**config.mk**
```make
export PLATFORM = sky130hd
export DESIGN_NAME = mem_1r1w_fifo_ctrl
export DESIGN_NICKNAME = d
export VERILOG_FILES = /design/src/rtl/mem_1r1w_fifo_ctrl_pkg.sv /design/src/rtl/mem_1r1w_fifo_pipe_track.sv /design/src/rtl/mem_1r1w_fifo_ctrl.sv
export SDC_FILE = /design/constraint.sdc
export NUM_CORES = 1
export LEC_CHECK = 0
export ABC_AREA = 1
export BUFFER_PORTS_ARGS = -buffer_cell sky130_fd_sc_hd__clkbuf_2
export CORE_MARGIN = 3
export CORE_UTILIZATION = 59
export DETAILED_ROUTE_END_ITERATION = 12
export PLACE_DENSITY = 0.88
export SYNTH_ARGS = -nofsm -noshare
export SYNTH_HDL_FRONTEND = slang
export SYNTH_HIERARCHICAL = 1
export SYNTH_SLANG_ARGS = --single-unit
```
**constraint.sdc**
```tcl
create_clock -name clk_i -period 6.8 [get_ports clk_i]
set_input_delay 0.68 -clock clk_i [delete_from_list [all_inputs] [get_ports clk_i]]
set_output_delay 0.68 -clock clk_i [all_outputs]
set_load 0.03 [all_outputs]
```
**src/rtl/mem_1r1w_fifo_ctrl_pkg.sv**
```systemverilog
// mem_1r1w_fifo_ctrl_pkg: shared constants and pointer helper
// for the 1R1W RAM FIFO sequencer and its bench.
package mem_1r1w_fifo_ctrl_pkg;

  localparam int unsigned ELS_MIN  = 2;
  localparam int unsigned PIPE_MIN = 1;

  // Occupancy of a wrap-bit pointer pair, modulo 2^pw.
  function automatic int unsigned ptr_diff(
    input int unsigned wr,
    input int unsigned rd,
    input int unsigned pw
  );
    return (wr - rd) & ((32'd1 << pw) - 32'd1);
  endfunction

endpackage

```
**src/rtl/mem_1r1w_fifo_pipe_track.sv**
```systemverilog
// mem_1r1w_fifo_pipe_track: P-bit valid shifter mirroring
// a RAM output pipeline; bubbles collapse while head stalls.
module mem_1r1w_fifo_pipe_track
  import mem_1r1w_fifo_ctrl_pkg::*;
#(
  parameter int unsigned P = 2
) (
  input  logic         clk_i,
  input  logic         reset_n_i,
  input  logic         clear_i,
  input  logic         load_i,
  input  logic         yumi_i,
  output logic [P-1:0] valid_o,
  output logic         adv_out0_o
);

  localparam int unsigned A1 = (P > 1) ? 1 : 0;

  if (P < PIPE_MIN) begin : g_bad_p
    $error("pipe_track: P below minimum");
  end

  logic [P-1:0] valid_q, valid_d;
  logic         yumi_eff;

  // Advance rules and next valid vector.
  always_comb begin
    // A yumi with an empty head is ignored.
    yumi_eff   = yumi_i & valid_q[P-1];
    adv_out0_o = (P > 1) ? (yumi_eff | ~valid_q[A1]) : yumi_eff;
    valid_d    = valid_q;
    for (int j = 1; j < P; j++) begin
      if (yumi_eff | ~valid_q[j]) valid_d[j] = valid_q[j-1];
    end
    if (load_i)          valid_d[0] = 1'b1;
    else if (adv_out0_o) valid_d[0] = 1'b0;
    if (clear_i)         valid_d    = '0;
  end

  // Valid bit register.
  always_ff @(posedge clk_i or negedge reset_n_i) begin
    if (!reset_n_i) valid_q <= '0;
    else            valid_q <= valid_d;
  end

  assign valid_o = valid_q;

endmodule

```
**src/rtl/mem_1r1w_fifo_ctrl.sv**
```systemverilog
// mem_1r1w_fifo_ctrl: single-clock FIFO sequencer for a 1R1W RAM.
// Optional MEM_1R1W_FIFO_CTRL_CLEAR_EN adds synchronous clear_i.
module mem_1r1w_fifo_ctrl
  import mem_1r1w_fifo_ctrl_pkg::*;
#(
  parameter int unsigned els_p             = 64,
  parameter int unsigned pipeline_output_p = 2,
  localparam int unsigned AW = $clog2(els_p),
  localparam int unsigned CW =
    $clog2(els_p + pipeline_output_p + 1)
) (
  input  logic                         clk_i,
  input  logic                         reset_n_i,
  input  logic                         enq_v_i,
  output logic                         enq_ready_o,
  output logic                         deq_v_o,
  input  logic                         deq_yumi_i,
`ifdef MEM_1R1W_FIFO_CTRL_CLEAR_EN
  input  logic                         clear_i,
`endif
  output logic                         mem_w_v_o,
  output logic [AW-1:0]                mem_w_addr_o,
  output logic                         mem_r_v_o,
  output logic [AW-1:0]                mem_r_addr_o,
  output logic                         mem_output_ready_o,
  output logic [pipeline_output_p-1:0] mem_valid_pipe_o,
  output logic [CW-1:0]                count_o
);

  localparam int unsigned P  = pipeline_output_p;
  localparam int unsigned PW = AW + 1;

  if (els_p < ELS_MIN || (1 << AW) != els_p) begin : g_bad_els
    $error("fifo_ctrl: els_p must be a power of 2 >= 2");
  end

  logic [PW-1:0] wr_ptr_q, wr_ptr_d;
  logic [PW-1:0] rd_ptr_q, rd_ptr_d;
  logic [PW-1:0] mem_count;
  logic [P-1:0]  valid;
  logic          adv_out0;
  logic          clr;
  logic [CW-1:0] pipe_cnt;

`ifdef MEM_1R1W_FIFO_CTRL_CLEAR_EN
  assign clr = clear_i;
`else
  assign clr = 1'b0;
`endif

  mem_1r1w_fifo_pipe_track #(.P(P)) u_track (
    .clk_i      (clk_i),
    .reset_n_i  (reset_n_i),
    .clear_i    (clr),
    .load_i     (mem_r_v_o),
    .yumi_i     (deq_yumi_i),
    .valid_o    (valid),
    .adv_out0_o (adv_out0)
  );

  // Handshakes, RAM strobes, next pointers and occupancy.
  always_comb begin
    mem_count = PW'(ptr_diff(32'(wr_ptr_q), 32'(rd_ptr_q), PW));
    // Ready depends only on flops, never on the deq side.
    enq_ready_o = (mem_count != PW'(els_p)) & ~clr;
    mem_w_v_o   = enq_v_i & enq_ready_o;
    mem_r_v_o   = (mem_count != '0) & (~valid[0] | adv_out0) & ~clr;
    wr_ptr_d    = wr_ptr_q + PW'(mem_w_v_o);
    rd_ptr_d    = rd_ptr_q + PW'(mem_r_v_o);
    if (clr) begin
      wr_ptr_d = '0;
      rd_ptr_d = '0;
    end
    pipe_cnt = '0;
    for (int j = 0; j < P; j++) pipe_cnt = pipe_cnt + CW'(valid[j]);
    count_o            = CW'(mem_count) + pipe_cnt;
    mem_w_addr_o       = wr_ptr_q[AW-1:0];
    mem_r_addr_o       = rd_ptr_q[AW-1:0];
    deq_v_o            = valid[P-1];
    mem_output_ready_o = deq_yumi_i;
    mem_valid_pipe_o   = valid;
  end

  // Pointer registers.
  always_ff @(posedge clk_i or negedge reset_n_i) begin
    if (!reset_n_i) begin
      wr_ptr_q <= '0;
      rd_ptr_q <= '0;
    end else begin
      wr_ptr_q <= wr_ptr_d;
      rd_ptr_q <= rd_ptr_d;
    end
  end

  // Consumer may only take a word that is present.
  yumi_legal_a : assert property (
    @(posedge clk_i) disable iff (!reset_n_i)
    deq_yumi_i |-> deq_v_o
  );

endmodule

```
==> Word level (Yosys, flattened, before mapping) <==
Cells that the tools add are included.
Widths: inputs -> output; s select.
{ "word_totals": {"reg_bits": 16, "out_inout_bits": 26, "elab_cells": 21} }
{ "classes": {"add_sub_neg": 5, "n_eq_ne": 1, "n_mux": 2, "n_bitwise": 7, "n_reduce_logical": 2} }
{ "op_table": {"columns": ["op", "n"], "rows": [
  ["$add 7x1->7", 2],
  ["$add 7x2->7", 1],
  ["$ne 7x7->1 const B", 1],
  ["$reduce_bool 7->1", 1],
  ["$sub 7x7->7", 1],
  ["$and 1x1->1", 3],
  ["$add 1x1->2", 1],
  ["$mux 1", 2],
  ["$not 1->1", 2],
  ["$or 1x1->1", 2],
  ["$reduce_bool 2->1", 1]
]} }

==> Longest topological paths before layout <==
{ "logic_depth": {"depth_word": 5, "ltp_mapped": 18} }

==> By module <==
The synthesis kept the hierarchy.
{ "by_module_without_submodules": {"columns": ["mod", "n_inst", "cells_per_inst", "area_each_um2", "seq_area_each_um2"], "rows": [
  ["mem_1r1w_fifo_ctrl", 1, 173, 1326.3, 350.3],
  ["mem_1r1w_fifo_pipe_track", 1, 14, 97.6, 50.0]
]} }

==> Least setup slack after synthesis <==
No wires, ideal clock.
{ "synth_timing": {"path_type": "register -> output", "from": "reg wr_ptr_q[0]", "to": "out count_o[4]", "t_arrival_ns": 2.158, "setup_slack_ns": 3.962, "path_stages_with_launch": 10, "n_path_buf": 0, "path_cell_list": "dfrtp_1 -> inv_1 -> ha_1 -> fa_1 -> inv_1 -> ha_1 -> inv_1 -> nor2_2 -> nand3_4 -> xnor2_1"} }
{ "synth_between": {"elab_chain_len": 2} }
{ "synth_lines": {"columns": ["element", "line", "source"], "rows": [
  ["start, declared", "mem_1r1w_fifo_ctrl.sv:37", "logic [PW-1:0] wr_ptr_q, wr_ptr_d;"],
  ["start signal, assigned", "mem_1r1w_fifo_ctrl.sv:90", "wr_ptr_q <= wr_ptr_d;"],
  ["$sub 7x7->7", "mem_1r1w_fifo_ctrl_pkg.sv:14", "return (wr - rd) & ((32'd1 << pw) - 32'd1);"],
  ["$add 7x2->7", "mem_1r1w_fifo_ctrl.sv:76", "count_o = CW'(mem_count) + pipe_cnt;"],
  ["end, declared", "mem_1r1w_fifo_ctrl.sv:27", "output logic [CW-1:0] count_o"]
]} }
No other way between the ends.

==> Final worst setup path <==
{ "layout_timing": {"from": "reg wr_ptr_q[0]", "to": "out count_o[6]"} }
Same word-level chain as after synthesis.

==> run summary <==
The run finished with clean final reports. TritonCTS built the clock tree. The worst path arrival time is 2470 ps.

After synthesis, flip-flops and latches occupy 28.12% of the total area. The Yosys step of the flow raised 6 warnings. For the antenna diode instance count, the log shows 0. The tools report the netlist area before placement as 0.001424 mm^2.

Setup repair after global routing left no endpoint under its margin. The footprint of the flip-flops and latches came out at 400.4 um^2. The share of synthesized area in the top cell type comes to 28.12%. The number of slew-limit violations in the final report is 0. The cell type with the largest total area after synthesis was sky130_fd_sc_hd__dfrtp_1.

Dividing the detail-routed via count by the number of cells gives 4.725. The logs give 0 for the number of antenna violations at the first check in global routing and 944 for the via count of the first global-routing pass. The number of core rows is 17, and the ratio of cells with drive above 1 in the final layout is 23.90%. Detailed placement finished with a half-perimeter wire length of 2.168 mm. The clock reaches the later pin of the worst-skew pair after 280 ps. The routed design has 2.546 mm of wire. For the total clock buffers created by CTS, the log shows 3.

For this configuration, the core starts out at a cell density of 63.15%. For this run the aggregate overflow at the end of global routing stands at 0. In the routed design, unresolved DRC markers number 0. For the number of hold-slack violations in the final timing report, the log shows 0.

The mean instance size in the synthesized netlist came out at 7.614 um^2. In this run the count of I/O pins placed on the die edge is 30. The number of nets with antenna violations after detailed routing is 0, and the count of cell types in the netlist is 25. The number of iterations in the first detailed-routing pass is 4. Buffers inserted to repair hold after CTS numbered 0. The die covers 0.003039 mm^2.

The tree built by TritonCTS fans out to 16 sinks. The tools report the post-layout net count as 224. Synthesis produced 187 cells. The per-cell routed wire length is 10.93 um. The post-CTS setup buffer count was 0. The tool flagged a number of max-cap violations equal to 0.

The worst setup path is captured at an output pin. Multi-input gate area in the final layout: 783.3 um^2. The worst setup path is launched from a register. The total area inside the core boundary comes to 0.002255 mm^2. The worst setup path is of the register to output pin kind. After clock tree synthesis, the repair step resized 0 gates.

The run gives 1,101 as the total number of vias. The synthesis-stage register bit count was 16; the maximum frequency from static timing analysis was 317.5 MHz. The fill cell instance count of the final layout is 207, and the required arrival time at the worst endpoint is 6120 ps. Ranked by total cell area, the synthesized netlist is headed by sky130_fd_sc_hd__dfrtp_1 (28%), sky130_fd_sc_hd__nand2_1 (12%), sky130_fd_sc_hd__ha_1 (9.7%). Of all flip-flops after synthesis, the portion carrying an async set or reset was 100.0%. The worst hold path belongs to the class input port to async pin.

Of all nets on the critical path, the largest fanout is 4. The library cells used most frequently in the layout, excluding fill and tap cells, are sky130_fd_sc_hd__nand2_1 (45), sky130_fd_sc_hd__inv_1 (32), sky130_fd_sc_hd__clkbuf_2 (29). The root buffer cell was sky130_fd_sc_hd__clkbuf_4. The run gives 19 as the initial detailed-routing violation count.

The first global-routing pass estimated 4.215 mm of wire. The ratio of final minimum period to clock period came out at 46.32%. For the final routed database, the setup TNS stands at 0 ps. The number of buffers inserted by port buffering is 29.

Entering global routing, the biggest net connects 17 pins. The area added between synthesis and finish is 6.327%, and the number of enable-type register cells in the synthesized netlist is 0. The most used flip-flop cell after synthesis is sky130_fd_sc_hd__dfrtp_1. After clock tree synthesis, the clock-pin slew on the worst setup and hold paths is 90 ps.

The logs give 2 for the number of buffers on the longest clock path and 4.922 ps for the post-route clock skew. The overall track demand over capacity in global routing was 19.77%; the total of endpoints with negative setup slack in the final report was 0. The most common library cell in the layout ignoring fill and taps is sky130_fd_sc_hd__nand2_1. The CTS H-tree depth is 1, and the minimum clock period is 3150 ps.

At the end of routability-driven placement, the weighted congestion stood at 0.8469. In this run the horizontal extent of the chip is 55.13 um. The die is 55.13 um tall.
-- layout make-up --
| class | instances | share of cell area [%] |
|---|---|---|
| Timing Repair Buffer | 29 | 9.587 |
| Multi-Input combinational cell | 123 | 51.74 |
| Clock buffer | 3 | 1.488 |
| Sequential cell | 16 | 26.45 |
| Tap cell | 28 | 2.314 |
| Inverter | 34 | 8.430 |
-- final timing paths --
kind	to	start	slack, ps	cells after the start
setup / recovery	count_o[6]	wr_ptr_q[0]$_DFF_PN0_	3650	12
hold / removal	wr_ptr_q[3]$_DFF_PN0_	reset_n_i	300	1
setup reg to reg	rd_ptr_q[6]$_DFF_PN0_	wr_ptr_q[0]$_DFF_PN0_	4100	17
hold reg to reg	rd_ptr_q[4]$_DFF_PN0_	rd_ptr_q[4]$_DFF_PN0_	540	1
max in group asynchronous	u_track/valid_o[1]$_DFFE_PN0P_	reset_n_i	6200	1
min in group clk_i	rd_ptr_q[4]$_DFF_PN0_	rd_ptr_q[4]$_DFF_PN0_	540	1
-- logic make-up (layout without fill, tap and decap cells) --
| family | after synthesis | in the layout | synth area share (%) |
|---|---|---|---|
| compound gates | 3 | 3 | 1.318 |
| buf+inv | 49 | 66 | 17.14 |
| fa+ha+maj | 13 | 13 | 12.48 |
| flops | 16 | 16 | 28.12 |
| other cells | 1 | 2 | 0.2634 |
| xor+xnor | 16 | 16 | 9.842 |
| simple gates | 89 | 89 | 30.84 |
-- state kept, by name (all words and copies together), names as in the netlist --
name             flops
rd_ptr_q             7
wr_ptr_q             7
u_track/valid_o      2
-- critical path: stages, from the launching register on --
cell and delay, ps:
sky130_fd_sc_hd__dfrtp_1 400, sky130_fd_sc_hd__inv_1 70, sky130_fd_sc_hd__ha_1 330, sky130_fd_sc_hd__fa_1 410
sky130_fd_sc_hd__inv_1 80, sky130_fd_sc_hd__ha_1 160, sky130_fd_sc_hd__inv_1 50, sky130_fd_sc_hd__nor2_2 170
sky130_fd_sc_hd__nand3_4 110, sky130_fd_sc_hd__nor2_4 90, sky130_fd_sc_hd__nand3_1 70, sky130_fd_sc_hd__nand2_1 60
sky130_fd_sc_hd__clkbuf_2 190
-- routing by layer --
metal	track usage (%)	up-vias	wire [um]
met1	26.60	490	1236
met5	0	-	0
met3	3.217	4	77
met4	7.287	0	31
met2	31.89	18	1201
li1	-	589	-
-- metrics by stage --
| step | setup WS [ps] | instances | hold WS, ps | util, % | instance area (um^2) |
|---|---|---|---|---|---|
| 6_report | 3650 | 233 | 305.0 | 67.15 | 1514 |
| 2_1_floorplan | 3962 | 188 | 384.4 | - | 1428 |
| 5_1_grt | 3499 | 233 | 318.3 | 67.15 | 1514 |
| 4_1_cts | 3637 | 233 | 309.1 | 67.15 | 1514 |
| 3_5_place_dp | 3966 | 230 | 525.6 | 66.15 | 1491 |
| 3_3_place_gp | 4047 | 230 | 510.7 | 66.15 | 1491 |
-- Yosys cell counts (2+ instances only) --
cell	n
sky130_fd_sc_hd__inv_2	2
sky130_fd_sc_hd__buf_4	14
sky130_fd_sc_hd__nor2_2	2
sky130_fd_sc_hd__xor2_1	13
sky130_fd_sc_hd__nor2_4	2
sky130_fd_sc_hd__xnor2_1	3
sky130_fd_sc_hd__nand2_1	45
sky130_fd_sc_hd__nand3_1	14
sky130_fd_sc_hd__inv_1	32
sky130_fd_sc_hd__dfrtp_1	16
sky130_fd_sc_hd__nand2_2	3
sky130_fd_sc_hd__a21oi_1	2
sky130_fd_sc_hd__nand4_1	4
sky130_fd_sc_hd__fa_1	2
sky130_fd_sc_hd__nand3_2	3
sky130_fd_sc_hd__nor2_1	11
sky130_fd_sc_hd__ha_1	11
Power is not shown: default switching activity piles up to over one toggle a cycle in this logic, so the estimate is an artifact.
